===== src/rtl/button_debounce.sv =====
// Two-flop synchroniser plus counter debounce for a raw push button.
// O_rise is a one-cycle pulse aligned with the debounced level going high.
module button_debounce #(
  parameter int DEBOUNCE_CYCLES = 270000
) (
  input  logic I_clk_pixel,
  input  logic I_reset,
  input  logic I_in,
  output logic O_level,
  output logic O_rise
);

  localparam logic [31:0] CNT_LAST = 32'(DEBOUNCE_CYCLES - 1);

  logic        sync1_q, sync1_d;
  logic        sync2_q, sync2_d;
  logic        sync_last_q, sync_last_d;
  logic        level_q, level_d;
  logic        rise_q, rise_d;
  logic [31:0] cnt_q, cnt_d;

  // Synchronise, restart the stability count on any change, accept the level once stable.
  always_comb begin
    // NOTE: every signal gets a default before the branches so no path leaves it unassigned (no latch).
    sync1_d     = I_in;
    sync2_d     = sync1_q;
    sync_last_d = sync2_q;
    cnt_d       = cnt_q;
    level_d     = level_q;
    if (sync2_q != sync_last_q) begin
      cnt_d = '0;
    end else if (cnt_q == CNT_LAST) begin
      level_d = sync2_q;
    end else begin
      cnt_d = cnt_q + 32'd1;
    end
    rise_d = level_d & ~level_q;
  end

  // State registers, cleared asynchronously.
  always_ff @(posedge I_clk_pixel or posedge I_reset) begin
    // NOTE: non-blocking assignments so every flop samples the pre-edge values of the others.
    if (I_reset) begin
      sync1_q     <= 1'b0;
      sync2_q     <= 1'b0;
      sync_last_q <= 1'b0;
      cnt_q       <= '0;
      level_q     <= 1'b0;
      rise_q      <= 1'b0;
    end else begin
      sync1_q     <= sync1_d;
      sync2_q     <= sync2_d;
      sync_last_q <= sync_last_d;
      cnt_q       <= cnt_d;
      level_q     <= level_d;
      rise_q      <= rise_d;
    end
  end

  assign O_level = level_q;
  assign O_rise  = rise_q;

endmodule


===== config.mk =====
export PLATFORM = sky130hd
export DESIGN_NAME = button_debounce
export DESIGN_NICKNAME = d
export VERILOG_FILES = /design/src/rtl/button_debounce.sv
export SDC_FILE = /design/constraint.sdc
export NUM_CORES = 1
export LEC_CHECK = 0
export ABC_CLOCK_PERIOD_IN_PS = 4340
export CAP_MARGIN = 0
export CORE_AREA = 4 4 69 71
export DETAILED_ROUTE_END_ITERATION = 7
export DIE_AREA = 0 0 73 75
export HOLD_SLACK_MARGIN = 0.08
export PLACE_DENSITY = 0.58
export SYNTH_ARGS = -nofsm -noshare
export SYNTH_HDL_FRONTEND = slang
export SYNTH_SLANG_ARGS = --single-unit

===== constraint.sdc =====
create_clock -name I_clk_pixel -period 4.34 [get_ports I_clk_pixel]
set_input_delay 0.868 -clock I_clk_pixel [delete_from_list [all_inputs] [get_ports I_clk_pixel]]
set_output_delay 0.868 -clock I_clk_pixel [all_outputs]
set_load 0.01 [all_outputs]

## Yosys cells after proc, flatten, opt, wreduce, memory -nomap -nowiden

Index checks and enable logic that the tools add are counted.

| word-level totals | value |
|---|---|
| bits in registers | 37 |
| input bits | 3 |
| output and inout bits | 2 |
| word-level logic and storage cells | 16 |

| operators by class | value |
|---|---|
| $add $sub $neg | 1 |
| eq/ne operators | 3 |
| multiplexer cells | 4 |
| bitwise gates (word level) | 2 |

Operators by type and width:

| operator | number |
|---|---|
| two-way mux 32 bit | 2 |
| adder 32 x 1 -> 32 bit, second input constant | 1 |
| equality test 32 x 19 -> 1 bit, second input constant | 1 |
| two-way mux 1 bit | 2 |
| != test 2 bit, second input constant | 1 |
| bitwise AND 1 bit | 1 |
| != test 1 bit | 1 |
| NOT 1 bit | 1 |

## Logic depth before layout (Yosys ltp)

| logic depth | value |
|---|---|
| word-level depth | 4 |
| gate-level depth with buffers | 6 |
| mapped depth without buffers | 5 |

## Worst setup path before layout

Ideal clock, no wire load.

| timing | value |
|---|---|
| path type | register to register |
| start | reg cnt_q[0] |
| end | reg cnt_q[16] |
| library setup time | 0.078 ns |
| arrival time | 1.915 ns |
| data required time | 4.262 ns |
| setup slack | 2.347 ns |
| stages on the path, launching flop included | 7 |
| buffers on the path | 1 |
| clock period less this slack | 1.993 ns |
| cell sequence | dfrtp_1 > ha_1 > nand3_1 > or4_1 > buf_2 > or3_1 > a21oi_1 |

| between the ends | value |
|---|---|
| longest elaborated chain between the ends | 3 |
| elaborated cells on any way between the ends | 5 |
| classes of those cells | add/sub: 1; eq/ne: 2; mux: 2 |

Ends and longest elaborated chain:

| what | line | source |
|---|---|---|
| start: declaration | 20 | `logic [31:0] cnt_q, cnt_d;` |
| start signal: assignment | 54 | `cnt_q <= cnt_d;` |
| adder 32 x 1 -> 32 bit | 35 | `cnt_d = cnt_q + 32'd1;` |
| two-way mux 32 bit | 32 | `end else if (cnt_q == CNT_LAST) begin` |
| two-way mux 32 bit | 30 | `if (sync2_q != sync_last_q) begin` |

Several ways; a longest one is shown, not always the timed one. The select of a mux whose other input is x is not followed.
A chain may end at the register's enable or synchronous reset.

## Final worst setup path

| timing | value |
|---|---|
| start | reg cnt_q[0] |
| end | reg cnt_q[24] |

The elaborated chain is that of the path after synthesis.

==> results.py <==
metrics = {
    "critical_path": {
        "required_ns": 4.56,
        "r2r.worst_path.cells": 5,
        "crit_top_cell": "or4_1",
        "crit_type": "reg2reg",
        "path_cells": "ha_1 > nand3_1 > or4_1 > or4_1 > a21oi_1",
        "endpoint_kind": "flip-flop",
        "cp_num_buf_inv": 0,
        "cp-start-kind": "flip-flop",
        "worstPathArrival_ns": 2.62,
        "cp_num_cells": 5,
        "cpPeakStageDelay_ns": 0.81,
        "cpMaxStageDelayCell": "or4_1",
        "worst-path-max-fanout": 16,
        "critPathTopFamily": "simple AND/OR/NAND/NOR gates",
    },
    "floorplanning": {
        "core_um2": 4230,
        "die_x_um": 73,
        "io_pins": 5,
        "die-area_um2": 5480,
        "die_h_um": 75,
        "rows": 24,
        "start_util_pct": 45.2,
    },
    "clocking": {
        "clk_latency_ns": 0.29,
        "clkTransAtPathRegs_ns": 0.07,
        "cts-root-buf": "clkbuf_8",
        "htreeDepth": 2,
        "clock-sinks": 37,
        "cts_buffers": 5,
        "cts_resized": 0,
        "clock_path_buffers": 2,
        "post_cts.repair.setup_buffers": 0,
        "cts_tree": "done",
        "cts_hold_buf": 0,
    },
    "power": {
        "p_leak_uw": 0.000766,
        "finalPower_uw": 634,
        "p_per_area_nw_per_um2": 304,
        "ir_worst_vdd_uv": 173,
    },
    "sta": {
        "period_minus_slack_ns": 2.40,
        "tns_ns": 0,
        "hold_viol": 0,
        "worst_slack_ns": 1.94,
        "max_freq_mhz": 416,
        "slew_viol_final": 0,
        "slew_headroom_pct": 25.5,
        "period_share_pct": 55.4,
        "setup_viol": 0,
        "worstMarginPinSlew_ns": 1.12,
        "rsz0062_at_grt": "no",
        "fin_skew_ns": 0.00904,
    },
    "global_routing": {
        "antenna_found_initial": 0,
        "grt_pass1_wl_um": 7290,
        "grt_pass1_vias": 1520,
        "grt_util_all_layers_pct": 17.4,
        "grt_start_max_net_pins": 30,
        "grt-ovfl-total": 0,
    },
    "final_layout": {
        "n_antenna_cell": 0,
        "drive_gt1_share_pct": 6.19,
        "multiInputGateArea_um2": 922,
        "fillers": 384,
        "area_growth_pct": 9.23,
        "nets": 214,
        "regArea_um2": 926,
        "final_area_um2": 2090,
    },
    "min_path": {
        "hold_path_class": "reg2reg",
        "whs_path_depth": 0,
    },
    "place": {
        "pre_cts_slack_ns": 1.96,
        "dpl_cell_area_um2": 2000,
        "port-buffer-count": 4,
        "dp_hpwl_um": 2910,
        "gp_congestion": 0.898,
    },
    "synth": {
        "seq_area_frac_synth_pct": 48.4,
        "syn-instance-count": 204,
        "yosys.area_share.simple_pct": 27.4,
        "syn-mean-instance-area_um2": 9.37,
        "async_reset_ff_share_pct": 100,
        "synth_adder_area_share_pct": 0.654,
        "yosysUniqueCellTypes": 31,
        "synthMuxAreaShare_pct": 1.57,
        "synth_edf_count": 0,
        "ys_ff_latch": 37,
        "synth_warnings": 0,
        "yosysTopAreaCellShare_pct": 48.4,
        "syn_nets": 208,
        "synth_compound_area_share_pct": 13.2,
        "ys_top_cells_by_area": "dfrtp_1 48%, or4_1 5.5%, a21oi_1 5.2%, xnor2_1 4.6%, o21ai_0 3.7%",
        "syn_area_um2": 1910,
        "synthXorXnorAreaFrac_pct": 5.04,
        "synth_area_leader_cell": "dfrtp_1",
        "synthFlopType": "dfrtp_1",
        "synth_top_family_by_area": "simple AND/OR/NAND/NOR gates",
    },
    "route": {
        "num_vias": 1605,
        "dr.pass1.iters": 4,
        "drt_iter0_drc": 120,
        "route.detailed.drc": 0,
        "via_per_inst": 6.13,
        "wl_per_cell_um": 16.0,
        "wl_um": 4190,
        "detail-route-antenna-nets": 0,
    },
    "outcome": {
        "status": "completed",
    },
    "run": {
        "cap_violations": 0,
    },
}
## logic make-up after synthesis
family | count (synthesis)
AND/OR/NAND/NOR | 91
buffers and inverters | 16
adder cells (fa/ha/maj) | 1
flip-flops | 37
multiplexers | 3
AO/OA/AOI/OAI | 45
XOR/XNOR | 11
## through the flow
stage	cells	hold WS (ns)	util, %
after floorplan	204	0.331	-
after global placement	255	0.342	47.3
after detailed placement	255	0.339	47.3
after CTS	262	0.357	49.3
after global routing	262	0.371	49.3
final	262	0.354	49.3
## cell type report
type	count	share of cell area, %
timing repair buffer	6	2.64
inverter	9	1.62
multi-input combinational	151	44.2
sequential	37	44.3
clock buffer	7	4.13
tap	52	3.12
## cell usage in the layout (no fill, tap or decap), types with 9 or more instances in the layout
cell,netlist,final
xnor2_1,10,10
a21oi_1,20,20
inv_1,9,9
or4_1,14,14
or3_1,10,10
nor2_1,12,12
o21ai_0,14,14
nand4_1,9,9
dfrtp_1,37,37
nand3_1,10,10
nand2_1,14,14
## path summary, 6_finish.rpt
| path | start | endpoint | slack, ns |
|---|---|---|---|
| worst max-delay path | cnt_q[0] | cnt_q[24] | 1.94 |
| worst min-delay path | sync1_q | sync2_q | 0.35 |
| worst max register to register | cnt_q[0] | cnt_q[24] | 1.94 |
| worst min register to register | sync1_q | sync2_q | 0.35 |
| max in group asynchronous | I_reset | cnt_q[27] | 2.43 |
| min in group asynchronous | I_reset | cnt_q[3] | 1.16 |
## registers in the layout, indices dropped and copies added, names as in the netlist
name,cells
cnt_q,32
O_level,1
O_rise,1
sync1_q,1
sync2_q,1
sync_last_q,1
## routing by layer
metal / global-route usage (%) / up-vias / part of all wire (%)
met5: 0 / - / 0
met4: 7.17 / 0 / 1.8
met3: 4.81 / 10 / 4.2
met2: 26.0 / 41 / 47
met1: 23.9 / 782 / 47
li1: - / 772 / -
## power breakdown
| part | internal, µW | total [µW] | switching, µW |
|---|---|---|---|
| logic | 11.0 | 33.6 | 22.6 |
| registers | 351 | 358 | 7.63 |
| clock network | 126 | 243 | 117 |
| total | 488 | 634 | 147 |
## synthesized netlist by cell type, types with 2 or more instances
| master | instances |
|---|---|
| or2_2 | 2 |
| dfrtp_1 | 37 |
| nand2_1 | 14 |
| nor4_1 | 7 |
| o21ai_0 | 14 |
| nor3_1 | 4 |
| nand4_1 | 9 |
| nor2_1 | 12 |
| nand2b_1 | 2 |
| nand3_1 | 10 |
| xnor2_1 | 10 |
| mux2i_1 | 3 |
| buf_2 | 3 |
| inv_1 | 9 |
| or4_1 | 14 |
| clkbuf_1 | 3 |
| o31ai_1 | 8 |
| and3_1 | 2 |
| a21oi_1 | 20 |
| or3_1 | 10 |
## worst reg2reg max path, cell delays in order (launching register included)
cell	delay (ns)
dfrtp_1	0.41
ha_1	0.21
nand3_1	0.21
or4_1	0.81
or4_1	0.55
a21oi_1	0.15
Note: power is estimated with default switching activity, not from simulation.
==> edit: new RTL, same flow settings <==
Reset style: synchronous (`I_reset`), changed in one clocked block. Comments in the files are not updated.
--- a/src/rtl/button_debounce.sv
+++ b/src/rtl/button_debounce.sv
@@ -38,7 +38,7 @@
   end
 
   // State registers, cleared asynchronously.
-  always_ff @(posedge I_clk_pixel or posedge I_reset) begin
+  always_ff @(posedge I_clk_pixel) begin
     // NOTE: non-blocking assignments so every flop samples the pre-edge values of the others.
     if (I_reset) begin
       sync1_q     <= 1'b0;
Behaviour: no difference found for any inputs over 10 cycles, from zero or initial values and one cycle with I_reset high; that may be too few to reach the edited logic, so the function may still have changed.
==> edit against the unedited design <==
  * First-iteration DRC count up 21%
  * Total power down 5.2%
  * Routed wire length down 14%
  * Area after synthesis down 7.9%
  * Sequential cell count unchanged
  * Clock skew down 0.0038 ns
  * Global-route usage down 2.7 points
  * Worst setup slack worse by 0.28 ns
  * Clock power down 5%
  * Final area down 8.2%
  * Fmax down 11%
  * Critical endpoint is now cnt_q[21]$_SDFFE_PP0N_
  * Highest routed layer unchanged
==> edit: results (changes against the unedited design) <==
{| class="wikitable"
! Metric !! Value
|-
| Global-route wire length before repair || 6220 um (was 7290 um)
|-
| Hold Startpoint || sync1_q$_SDFF_PP0_ (was sync1_q$_DFF_PP0_)
|-
| Placer congestion estimate || 0.890 (was 0.898)
|-
| Worst Path Max Fanout || 19 (was 16)
|-
| Post-placement worst setup slack || 1.40 ns (was 1.96 ns)
|-
| Minimum setup slack among reg-to-reg paths || 2.14 ns (was 1.94 ns)
|-
| RR Endpoint || cnt_q[19]$_SDFFE_PP0N_ (was cnt_q[24]$_DFFE_PP0P_)
|-
| Worst rel slew slack || 27.2% (was 25.5%)
|-
| Worst reg2reg path startpoint || cnt_q[4]$_SDFFE_PP0N_ (was cnt_q[0]$_DFFE_PP0P_)
|-
| Wire length after detailed routing || 3620 um (was 4190 um)
|-
| Worst-case reg-to-reg path depth || 4 (was 5)
|-
| Worst IR drop on VDD || 0.000163 V (was 0.000173 V)
|-
| Global router's overall resource usage || 14.7% (was 17.4%)
|-
| Hold worst-path end || sync2_q$_SDFF_PP0_ (was sync2_q$_DFF_PP0_)
|-
| Result of the run || complete, no violations (unchanged)
|-
| Routed met1 length || 1750 um (was 1990 um)
|-
| Power drawn by the combinational cells || 0.0244 mW (was 0.0336 mW)
|-
| Sequential area share after synthesis || 42.0% (was 48.4%)
|-
| Number of global-route vias before repair || 1343 (was 1520)
|-
| Post-Syn Nets || 213 (was 208)
|-
| Most common library cells after synthesis || 37 x sky130_fd_sc_hd__dfxtp_1, 22 x sky130_fd_sc_hd__nand2_1, 17 x sky130_fd_sc_hd__or3_1 (was 37 x sky130_fd_sc_hd__dfrtp_1, 20 x sky130_fd_sc_hd__a21oi_1, 14 x sky130_fd_sc_hd__nand2_1, 14 x sky130_fd_sc_hd__o21ai_0, 14 x sky130_fd_sc_hd__or4_1)
|-
| Unique masters post-synth || 34 (was 31)
|-
| Number of cells traversed by the worst hold path || 1 (was 0)
|-
| Fraction of registers with async set/reset || 0% (was 100%)
|-
| Routed length on met3 || 120 um (was 176 um)
|-
| Share of final-layout standard cells stronger than drive strength 1 || 5.16% (was 6.19%)
|-
| P_leak || 0.606 nW (was 0.766 nW)
|-
| Cell area after placement || 0.00183 sq mm (was 0.00200 sq mm)
|-
| Met2 WL || 1670 um (was 1950 um)
|}
edit: changes by cell type after synthesis, moves of 4 or more:
cell                      unedited run  this run
sky130_fd_sc_hd__dfxtp_1             0        37
sky130_fd_sc_hd__a21oi_1            20        10
sky130_fd_sc_hd__nand2_1            14        22
sky130_fd_sc_hd__o31ai_1             8         1
sky130_fd_sc_hd__mux2i_1             3        10
sky130_fd_sc_hd__xnor2_1            10         3
sky130_fd_sc_hd__xor2_1              1         5
sky130_fd_sc_hd__or4_1              14         3
sky130_fd_sc_hd__or3_1              10        17
sky130_fd_sc_hd__dfrtp_1            37         0
edit: worst max path at each step:
stage                                startpoint                endpoint  slack (ns)
final                                   I_reset  cnt_q[21]$_SDFFE_PP0N_        1.65
after detailed placement                I_reset  cnt_q[21]$_SDFFE_PP0N_        1.40
after global routing                    I_reset  cnt_q[29]$_SDFFE_PP0N_        1.41
after global placement                  I_reset  cnt_q[29]$_SDFFE_PP0N_        1.46
after floorplan           cnt_q[4]$_SDFFE_PP0N_  cnt_q[21]$_SDFFE_PP0N_        2.49
after CTS                               I_reset  cnt_q[29]$_SDFFE_PP0N_        1.68
edit: cell type report:
| type | count | area [sq um] | share of cell area, % |
|---|---|---|---|
| inverter | 9 | 33.8 | 1.76 |
| clock inverter | 2 | 10.0 | 0.522 |
| timing repair buffer | 4 | 40.0 | 2.09 |
| multi-input combinational | 155 | 955 | 49.8 |
| tap | 52 | 65.1 | 3.39 |
| clock buffer | 6 | 72.6 | 3.79 |
| sequential | 37 | 741 | 38.6 |
edit: worst max-delay path, cell delays in order:
cell and delay (ns):
sky130_fd_sc_hd__clkdlybuf4s50_1 0.62, sky130_fd_sc_hd__nor2_1 0.92, sky130_fd_sc_hd__o311ai_0 0.32, sky130_fd_sc_hd__o41ai_1 0.14
edit: layer usage:
layer / vias up / track usage [%]
li1: 775 / -
met1: 697 / 18.3
met2: 18 / 22.9
met3: 6 / 4.14
met4: 0 / 7.99
met5: - / 0
edit: cells by family (layout without fill, tap and decap cells):
logic type | Yosys count | after routing | share of synthesized area, %
adder cells (fa/ha/maj) | 1 | 1 | 0.710
flip-flops | 37 | 37 | 42.0
AO/OA/AOI/OAI | 34 | 34 | 12.1
multiplexers | 10 | 10 | 5.68
buffers and inverters | 17 | 21 | 3.76
XOR/XNOR | 8 | 8 | 3.98
AND/OR/NAND/NOR | 102 | 102 | 31.7
edit: per-stage QoR:
stage	utilization [%]	hold slack, ns
after CTS	45.3	0.457
after global placement	43.3	0.441
final	45.3	0.449
after detailed placement	43.3	0.437
after global routing	45.3	0.469
after floorplan	-	0.414
